==> config.mk <==
export PLATFORM = sky130hd
export DESIGN_NAME = serial_rx_cfg
export DESIGN_NICKNAME = d
export VERILOG_FILES = /design/src/rtl/serial_rx_cfg.sv
export SDC_FILE = /design/constraint.sdc
export NUM_CORES = 1
export LEC_CHECK = 0
export CORE_MARGIN = 4
export CORE_UTILIZATION = 45
export CTS_BUF_LIST = sky130_fd_sc_hd__clkbuf_16
export CTS_CLUSTER_SIZE = 12
export DETAILED_ROUTE_END_ITERATION = 16
export PLACE_DENSITY = 0.68
export REMOVE_ABC_BUFFERS = 1
export SYNTH_ARGS = -nofsm -noshare
export SYNTH_HDL_FRONTEND = slang
export SYNTH_SLANG_ARGS = --single-unit
==> constraint.sdc <==
create_clock -name i_clk -period 1.8 [get_ports i_clk]
set_clock_uncertainty 0.1 [all_clocks]
set_input_delay 0.36 -clock i_clk [delete_from_list [all_inputs] [get_ports i_clk]]
set_output_delay 0.36 -clock i_clk [all_outputs]
set_load 0.05 [all_outputs]
==> src/rtl/serial_rx_cfg.sv <==
// serial_rx_cfg: asynchronous serial receiver with a configurable frame format
// (5-9 data bits, none/odd/even parity, 1-2 stop bits), per-word error flags
// and a single-entry ready/valid output buffer with overrun reporting.
module serial_rx_cfg #(
    parameter int CLK_FREQ  = 500_000,
    parameter int BAUD_RATE = 115_200,
    parameter int DATA_BITS = 8,
    parameter int PARITY    = 0,
    parameter int STOP_BITS = 1
) (
    input  logic                 i_clk,
    input  logic                 i_rst_n,
    input  logic                 i_rx,
    output logic                 o_valid,
    input  logic                 i_ready,
    output logic [DATA_BITS-1:0] o_data,
    output logic                 o_parity_err,
    output logic                 o_frame_err,
    output logic                 o_break,
    output logic                 o_overrun
);
    localparam int   DIV = CLK_FREQ / BAUD_RATE;
    localparam int   CW  = $clog2(DIV);
    localparam int   BW  = $clog2(DATA_BITS + 1);
    localparam logic ODD = (PARITY == 1);

    typedef enum logic [2:0] {S_IDLE, S_START, S_DATA, S_PARITY, S_STOP, S_WAIT_HI} state_t;

    state_t               state, state_nx;
    logic                 s1, rxs;
    logic [CW-1:0]        cnt, cnt_val;
    logic                 cnt_ld, tick;
    logic [BW-1:0]        bitn;
    logic                 stopn;
    logic [DATA_BITS-1:0] sh;
    logic                 pbit, perr, ferr, brk;
    logic                 last_bit, last_stop, deliver;
    logic                 ferr_w, brk_w;

    assign tick      = (cnt == '0);
    assign last_bit  = (bitn == BW'(DATA_BITS - 1));
    assign last_stop = (stopn == 1'(STOP_BITS - 1));
    assign deliver   = (state == S_STOP) && tick && last_stop;
    // The final stop sample lands on the delivery edge, so fold it in here.
    assign ferr_w    = ferr | ~rxs;
    assign brk_w     = brk | (!stopn && !rxs && (sh == '0) && !pbit);

    // Two-flop synchroniser; idles high so reset never looks like a start bit.
    always_ff @(posedge i_clk or negedge i_rst_n) begin
        if (!i_rst_n) begin
            s1  <= 1'b1;
            rxs <= 1'b1;
        end else begin
            s1  <= i_rx;
            rxs <= s1;
        end
    end

    // State register and baud counter (reloaded on state entry, else counts down to 0).
    always_ff @(posedge i_clk or negedge i_rst_n) begin
        if (!i_rst_n) begin
            state <= S_IDLE;
            cnt   <= '0;
        end else begin
            state <= state_nx;
            if (cnt_ld)      cnt <= cnt_val;
            else if (!tick)  cnt <= cnt - 1'b1;
        end
    end

    // Next-state logic; a counter reload accompanies every sampling tick.
    always_comb begin
        state_nx = state;
        cnt_ld   = 1'b0;
        cnt_val  = CW'(DIV - 1);
        case (state)
            S_IDLE: if (!rxs) begin
                state_nx = S_START;
                cnt_ld   = 1'b1;
                cnt_val  = CW'(DIV / 2 - 1);
            end
            S_START: if (tick) begin
                if (rxs) state_nx = S_IDLE;
                else begin
                    state_nx = S_DATA;
                    cnt_ld   = 1'b1;
                end
            end
            S_DATA: if (tick) begin
                cnt_ld = 1'b1;
                if (last_bit) state_nx = (PARITY != 0) ? S_PARITY : S_STOP;
            end
            S_PARITY: if (tick) begin
                cnt_ld   = 1'b1;
                state_nx = S_STOP;
            end
            S_STOP: if (tick) begin
                cnt_ld = 1'b1;
                if (last_stop) state_nx = rxs ? S_IDLE : S_WAIT_HI;
            end
            S_WAIT_HI: if (rxs) state_nx = S_IDLE;
            default: state_nx = S_IDLE;
        endcase
    end

    // Frame datapath: shift register, bit/stop counters and error accumulation.
    always_ff @(posedge i_clk or negedge i_rst_n) begin
        if (!i_rst_n) begin
            sh    <= '0;
            bitn  <= '0;
            stopn <= 1'b0;
            pbit  <= 1'b0;
            perr  <= 1'b0;
            ferr  <= 1'b0;
            brk   <= 1'b0;
        end else if (tick) begin
            case (state)
                S_START: begin
                    bitn  <= '0;
                    stopn <= 1'b0;
                    pbit  <= 1'b0;
                    perr  <= 1'b0;
                    ferr  <= 1'b0;
                    brk   <= 1'b0;
                end
                S_DATA: begin
                    sh   <= {rxs, sh[DATA_BITS-1:1]};
                    bitn <= bitn + 1'b1;
                end
                S_PARITY: begin
                    pbit <= rxs;
                    perr <= ((^sh) ^ rxs) != ODD;
                end
                S_STOP: begin
                    stopn <= stopn + 1'b1;
                    ferr  <= ferr_w;
                    brk   <= brk_w;
                end
                default: ;
            endcase
        end
    end

    // Output buffer: load on delivery if free or draining, otherwise flag overrun.
    always_ff @(posedge i_clk or negedge i_rst_n) begin
        if (!i_rst_n) begin
            o_valid      <= 1'b0;
            o_data       <= '0;
            o_parity_err <= 1'b0;
            o_frame_err  <= 1'b0;
            o_break      <= 1'b0;
            o_overrun    <= 1'b0;
        end else begin
            o_overrun <= 1'b0;
            if (deliver && (!o_valid || i_ready)) begin
                o_valid      <= 1'b1;
                o_data       <= sh;
                o_parity_err <= perr;
                o_frame_err  <= ferr_w;
                o_break      <= brk_w;
            end else begin
                if (deliver)            o_overrun <= 1'b1;
                if (o_valid && i_ready) o_valid   <= 1'b0;
            end
        end
    end
endmodule

[Yosys cells after proc, flatten, opt, wreduce, memory -nomap -nowiden]
Cells that the tools add are included.
Word-level totals
  register bits after elaboration: 37
  latch bits: 0
  bits in writable memories: 0
  bits in read-only memories: 0
  bits of input ports: 4
  output and inout bits: 13
  memories kept: 0
Cells by class
  add/subtract/negate cells: 3
  $mul: 0
  div/mod/pow operators: 0
  $lt $le $gt $ge: 0
  eq/ne operators: 15
  shift-type cells: 0
  muxes and demuxes: 29
  bitwise gates (word level): 5
  reductions and logical operators: 26
Operators by type and width (count)
  3-bit two-way mux: 9
  2-bit inequality test, second input constant: 9
  3-bit one-hot mux with 6 select lines: 1
  2-bit two-way mux: 5
  1-bit one-hot mux with 2 select lines: 5
  8-bit logical NOT: 1
  4-bit one-hot mux with 2 select lines: 1
  2-bit AND reduction: 4
  8-bit AND reduction: 1
  2-bit nonzero test: 4
  8-bit XOR reduction: 1
  1-bit logical AND: 7
  1-bit two-way mux: 7
  3-bit by 2-bit == test with 1-bit output, second input constant: 2
  3-bit == test, second input constant: 2
  4-bit by 1-bit adder with 4-bit output, second input constant: 1
  4-bit by 3-bit == test with 1-bit output, second input constant: 1
  1-bit logical NOT: 4
  3-bit by 1-bit == test with 1-bit output, second input constant: 1
  3-bit logical NOT: 1
  1-bit one-hot mux with 3 select lines: 1
  3-bit OR reduction: 1
  2-bit logical NOT: 1
  1-bit NOT: 2
  5 further kinds: 6

[Longest topological paths before layout]
Gate-level depths: netlist of run 1.
  word-level depth: 6
  depth in mapped cells: 7
  gate-level depth less buffers: 6

[Worst setup path after synthesis of run 1]
Ideal clock, no wire load.
  path kind: register to register
  from: register cnt[0]
  to: register state[0]
  arrival: 1.435 ns
  setup slack: 0.140 ns
  stages on the path, launching flop included: 6
  clock period less this slack: 1.660 ns
  path through: dfrtp_1 > inv_1 > ha_1 > clkbuf_1 > o211a_1 > mux2_4
On the way
  longest elaborated chain between the ends: 3
  elaborated cells between the ends (all ways): 6
Ends and longest elaborated chain
  start, declared: RTL line 31  | logic [CW-1:0] cnt, cnt_val;
  start signal, assigned: RTL line 66  | if (cnt_ld) cnt <= cnt_val;
  start signal, assigned: RTL line 67  | else if (!tick) cnt <= cnt - 1'b1;
  2-bit logical NOT *: RTL line 40  | assign tick = (cnt == '0);
  2-bit inequality test (no line)
  8-bit AND reduction (no line) *
  end signal, assigned: RTL line 65  | state <= state_nx;
  end, declared: RTL line 29  | state_t state, state_nx;
Mark *: on every way between the ends. The rest lies on a longest branch, timed or not.
A chain may end at the register's enable or synchronous reset.

[Final worst setup path of run 1]
  from: register bitn[0]
  to: register state[0]
On the way
  longest elaborated chain between the ends: 3
Ends and longest elaborated chain
  start, declared: RTL line 33  | logic [BW-1:0] bitn;
  start signal, assigned: RTL line 128  | bitn <= bitn + 1'b1;
  4-bit by 3-bit == test with 1-bit output: RTL line 41  | assign last_bit = (bitn == BW'(DATA_BITS - 1));
  2-bit inequality test (no line)
  8-bit AND reduction (no line)
No other way between the ends.

==> run_results.csv, run 1 <==
group,metric,value,unit
outcome,outcome,"finished, final reports clean",
synth,yosysSeqAreaShare,51.9,%
global_route,grt_pass1_wl,6130,microns
worst_hold_path,min_path_type,"flip-flop to flip-flop",
timing,drv_slew,0,
power_and_ir_drop,p_int,2.21,mW
power_and_ir_drop,p_leak,0.993,nW
timing,maxSlewHeadroom,77.6,%
power_and_ir_drop,power.total,3.61,mW
detailed_routing,post-route-drc-count,0,
clock_network,cts.htree.levels,2,
synth,yosysWarnings,0,
detailed_routing,routedWlPerCell,13.3,microns
setup_path,critPathMaxFanout,6,
timing,setup_viol_count_final,0,
setup_path,critPathCapture,"state[0]",
timing,hold_viol,0,
clock_network,root_buffer,"clkbuf_16",
timing,fmax,591,MHz
layout,fin_util,57.6,%
setup_path,r2r_end,"state[0]",
clock_network,ctsResizeCount,0,
place,dp.cells,255,
synth,synth.distinct_cells,36,
clock_network,post_cts_buffers,0,
floorplanning,die_y,71.0,microns
place,io_buffers,16,
place,post-place-ws,0.0182,ns
detailed_routing,routed_wl,3500,microns
layout,design_area,2160,sq um
timing,period_needed,1.69,ns
layout,final_cell_mix,"dfrtp_1 (35), o21ai_0 (32), nand2_1 (31)",
timing,min_period_over_period,94.0,%
detailed_routing,ant_nets,0,
global_route,track_usage,15.5,%
power_and_ir_drop,ir_worst_vdd,811,uV
setup_path,critPathKind,"flip-flop to flip-flop",
synth,ys.flop_type,"dfrtp_1",
power_and_ir_drop,powerDensity,1670,nW/um^2
power_and_ir_drop,pwr-share-seq,34.8,%
clock_network,cts_tree,"built",
setup_path,worst_ep_arrival_time,1.75,ns
detailed_routing,firstDrtPassIters,4,
synth,synth_edf_count,0,
floorplanning,die_w,71.0,microns
setup_path,crit_path_start_kind,"flip-flop",
timing,holdWs,0.256,ns
synth,synth_area_per_cell,9.46,sq um
synth,async_flop_share,100,%
clock_network,numClockSinks,37,
layout,final_common_cell,"dfrtp_1",
layout,syn_to_final_growth,20.6,%
clock_network,clk_pin_slew,0.05,ns
power_and_ir_drop,p_switching,1.40,mW
timing,setup_tns,0,ns
clock_network,clkLatencyLatePin,0.27,ns
floorplanning,rows,22,
setup_path,reg2reg_depth,5,
place,placed_area,2020,sq um
floorplanning,start_util,47.8,%
place,place_hpwl,2610,microns
layout,fin_cells,263,
run,drv_cap,0,
floorplanning,ios,17,
setup_path,startpoint,"bitn[0]",
floorplanning,design.core.area,3740,sq um
setup_path,reg2reg_slack,0.11,ns
timing,setup_ws,0.108,ns
floorplanning,dieArea,5050,sq um
global_route,overflow,0,
clock_network,clk_path_buf_depth,2,
detailed_routing,num_vias,1363,
clock_network,numCtsBuffers,5,
setup_path,endpoint_kind,"flip-flop",
detailed_routing,post_drt_via_cell_ratio,5.18,
timing,rsz0062_at_grt,"no",
power_and_ir_drop,pwr-share-comb,42.9,%
global_route,grt_pass1_vias,1331,
timing,worst_pin_slew,0.336,ns
synth,postSynthCellCount,189,
global_route,grt_max_degree,23,
layout,drive_gt1_share,18.6,%
detailed_routing,drtIter0Drc,85,
place,place_congestion,0.785,
synth,ys_ff_latch,37,
setup_path,timing.rr.start,"bitn[0]",
power_and_ir_drop,p_sw_share,38.8,%
layout,nets,224,
clock_network,cts_hold_buf,0,
global_route,antenna_found_initial,0,
layout,diodes,0,
setup_path,required,1.86,ns
power_and_ir_drop,clockPowerShare,22.3,%
synth,syn_area,1790,sq um
## layer usage
metal  vias to the layer above  GRT usage [%]  share of wire [%]
li1                        697              -                  -
met1                       637           19.0                 45
met2                        23           24.8                 49
met3                         6           4.83                4.1
met4                         0           7.52                1.8
met5                         -              0                  0
## cells in the mapped netlist, drive strengths merged, types with 3 or more instances
cell	number	area, sq um
nand3	3	15.0
buf	7	47.5
ha	6	75.1
dfrtp	35	876
xnor2	4	35.0
nand2b	3	18.8
o21ai	32	160
a21oi	11	55.1
nor2	7	28.8
mux2i	3	30.0
inv	12	45.0
or2	3	18.8
clkbuf	3	11.3
nand2	31	116
nor3	6	30.0
nor2b	4	25.0
## worst min path at each step
stage	start	to	slack (ns)	cells after the start
6_report	s1	rxs	0.26	0
4_1_cts	s1	rxs	0.26	0
3_3_place_gp	s1	rxs	0.25	0
2_1_floorplan	i_rst_n	bitn[0]	-0.04	0
3_5_place_dp	s1	rxs	0.25	0
5_1_grt	s1	rxs	0.26	0
## worst max-delay path, cell delays in order, from the launching register on
cell	delay (ns)
dfrtp_1	0.43
ha_1	0.23
nand2_1	0.06
o211ai_1	0.20
o211a_1	0.25
mux2_4	0.31
## cell families after synthesis
group | share of synthesized area (%)
buf+inv | 5.81
simple gates | 17.1
flops | 51.9
xor+xnor | 2.45
compound gates | 15.4
fa+ha+maj | 4.20
mux | 3.15
## area by class of cell
cell class                 instances  area (sq um)
clock inverter                     3          12.5
multi-input combinational        130           756
fill                             328          1590
timing repair buffer              28           230
clock buffer                       5           125
inverter                          12          45.0
tap                               48          60.1
sequential                        37           928
## registers in the layout, summed over array words and instances (netlist names), 2 cells and up
| signal | count |
|---|---|
| o_data | 8 |
| sh | 8 |
| bitn | 4 |
| state | 3 |
| cnt | 2 |
## power groups by stage
stage	logic [mW]	clock network, mW	registers [mW]
5_1_grt	1.73	0.860	1.30
3_3_place_gp	1.50	0	1.26
3_5_place_dp	1.55	0	1.27
6_report	1.55	0.804	1.26
2_1_floorplan	0.869	0	1.47
4_1_cts	1.57	0.814	1.26
(Power assumes the default switching activity.)
==> inputs of run 2 (changes only) <==
--- a/config.mk
+++ b/config.mk
@@ -5,11 +5,13 @@
 export SDC_FILE = /design/constraint.sdc
 export NUM_CORES = 1
 export LEC_CHECK = 0
+export CAP_MARGIN = 20
 export CORE_MARGIN = 4
 export CORE_UTILIZATION = 45
 export CTS_BUF_LIST = sky130_fd_sc_hd__clkbuf_16
 export CTS_CLUSTER_SIZE = 12
 export DETAILED_ROUTE_END_ITERATION = 16
+export GPL_ROUTABILITY_DRIVEN = 0
 export PLACE_DENSITY = 0.68
 export REMOVE_ABC_BUFFERS = 1
 export SYNTH_ARGS = -nofsm -noshare
==> results of run 2 <==
No change in the layout: final DEF, timing and power equal those of run 1.
==> inputs of run 3 (changes only) <==
--- a/config.mk
+++ b/config.mk
@@ -11,8 +11,9 @@
 export CTS_BUF_LIST = sky130_fd_sc_hd__clkbuf_16
 export CTS_CLUSTER_SIZE = 12
 export DETAILED_ROUTE_END_ITERATION = 16
+export DONT_BUFFER_PORTS = 1
 export GPL_ROUTABILITY_DRIVEN = 0
-export PLACE_DENSITY = 0.68
+export PLACE_DENSITY = 0.62
 export REMOVE_ABC_BUFFERS = 1
 export SYNTH_ARGS = -nofsm -noshare
 export SYNTH_HDL_FRONTEND = slang
==> constraint.sdc (replaced) <==
create_clock -name i_clk -period 1.8 [get_ports i_clk]
set_clock_uncertainty 0.1 [all_clocks]
set_input_delay 0.36 -clock i_clk [delete_from_list [all_inputs] [get_ports i_clk]]
set_output_delay 0.36 -clock i_clk [all_outputs]
set_load 0.005 [all_outputs]
==> run_results.csv, run 3 (synthesized netlist as in run 1, its figures left out) <==
group,metric,value,unit
timing,min_period_over_period,93.3,%
global_route,track_usage,14.6,%
timing,worst_pin_slew,0.322,ns
setup_path,endpoint_kind,"flip-flop",
floorplanning,dieArea,5050,sq um
setup_path,critPathMaxFanout,6,
detailed_routing,post-route-drc-count,0,
layout,final_common_cell,"dfrtp_1",
detailed_routing,routed_wl,3380,microns
layout,nets,207,
timing,setup_viol_count_final,0,
timing,fmax,595,MHz
outcome,outcome,"finished, final reports clean",
detailed_routing,post_drt_via_cell_ratio,5.26,
clock_network,numCtsBuffers,5,
detailed_routing,num_vias,1294,
global_route,grt_max_degree,38,
setup_path,startpoint,"bitn[0]",
power_and_ir_drop,p_int,2.29,mW
layout,reg_top3,"o_data: 8 flops, sh: 8 flops, bitn: 4 flops",
detailed_routing,ant_nets,0,
layout,fin_cells,246,
layout,syn_to_final_growth,16.8,%
setup_path,required,1.86,ns
power_and_ir_drop,p_leak,0.925,nW
setup_path,critPathKind,"flip-flop to flip-flop",
worst_hold_path,worstHoldStart,"i_ready",
setup_path,worst_ep_arrival_time,1.74,ns
place,place_hpwl,2320,microns
layout,final_cell_mix,"dfrtp_1 (35), o21ai_0 (32), nand2_1 (31)",
global_route,overflow,0,
clock_network,post_cts_buffers,0,
clock_network,numClockSinks,37,
clock_network,cts_tree,"built",
layout,drive_gt1_share,15.2,%
setup_path,crit_path_start_kind,"flip-flop",
setup_path,timing.rr.start,"bitn[0]",
timing,maxSlewHeadroom,78.4,%
clock_network,clk_pin_slew,0.06,ns
place,io_buffers,0,
layout,diodes,0,
global_route,grt_pass1_vias,1275,
clock_network,cts.htree.levels,2,
power_and_ir_drop,p_switching,1.22,mW
floorplanning,rows,22,
clock_network,clk_path_buf_depth,2,
timing,holdWs,0.183,ns
global_route,antenna_found_initial,0,
timing,setup_tns,0,ns
floorplanning,die_w,71.0,microns
run,drv_cap,0,
timing,period_needed,1.68,ns
timing,drv_slew,0,
detailed_routing,routedWlPerCell,13.8,microns
global_route,grt_pass1_wl,5740,microns
floorplanning,ios,17,
place,dp.cells,235,
worst_hold_path,min_path_type,"primary input to flip-flop",
power_and_ir_drop,ir_worst_vdd,755,uV
power_and_ir_drop,p_sw_share,34.8,%
detailed_routing,firstDrtPassIters,4,
clock_network,clkLatencyLatePin,0.28,ns
layout,n_fill_cell,338,
layout,fin_util,55.8,%
clock_network,root_buffer,"clkbuf_16",
power_and_ir_drop,pwr-share-seq,36.8,%
floorplanning,start_util,47.8,%
power_and_ir_drop,powerDensity,1680,nW/um^2
power_and_ir_drop,pwr-share-comb,35.5,%
timing,hold_viol,0,
floorplanning,design.core.area,3740,sq um
detailed_routing,drtIter0Drc,70,
timing,rsz0062_at_grt,"no",
floorplanning,die_y,71.0,microns
power_and_ir_drop,clockPowerShare,27.7,%
==> run 3: worst paths after layout <==
path	to	slack, ns	cells after the start
setup / recovery	state[0]	0.12	5
hold / removal	o_overrun	0.18	2
setup reg to reg	state[0]	0.12	5
hold reg to reg	rxs	0.26	0
max in group asynchronous	rxs	0.89	2
min in group asynchronous	stopn	0.46	2
==> run 3: through the flow <==
step | power [mW] | setup slack [ns] | instance area (sq um)
4_1_cts | 3.52 | 0.0405 | 2070
3_5_place_dp | 2.50 | 0.0879 | 1860
2_1_floorplan | 2.14 | -0.108 | 1730
3_3_place_gp | 2.45 | 0.157 | 1860
6_report | 3.52 | 0.120 | 2090
5_1_grt | 3.78 | 0.0456 | 2090
==> run 3: what timing repair did <==
action | CTS | global route
hold buffers | 3 | 0
endpoints found under the setup margin | 0 | 4
resized for setup | 0 | 5
hold endpoints to repair | 38 | 0
==> run 3: cell type report <==
cell class	instances	area [sq um]	share of cell area, %
flip-flops and latches	37	928	44.5
repair buffers	11	113	5.39
multi-input cells	130	776	37.1
inverters	12	45.0	2.16
clock buffers	5	125	5.99
clock inverters	3	41.3	1.98
well taps	48	60.1	2.88
==> run 3: worst max-delay path: stages, from the launching register on <==
cell      delay [ns]
dfrtp_1         0.42
ha_1            0.22
nand2_1         0.06
o211ai_1        0.20
o211a_1         0.25
mux2_4          0.31
==> run 3: routing by layer <==
layer	track usage, %	vias to the layer above	routed length (microns)
met1	18.3	610	1610
li1	-	658	-
met3	5.11	7	119
met5	0	-	0
met4	7.10	0	63
met2	22.3	19	1590
==> run 3: power by group through the flow <==
| stage | clock network, mW | registers (mW) | logic [mW] |
|---|---|---|---|
| finish | 0.975 | 1.29 | 1.25 |
| global route | 1.03 | 1.33 | 1.42 |
| CTS | 1.00 | 1.29 | 1.22 |
| detailed placement | 0 | 1.30 | 1.19 |
| global placement | 0 | 1.29 | 1.16 |
| floorplan | 0 | 1.28 | 0.869 |
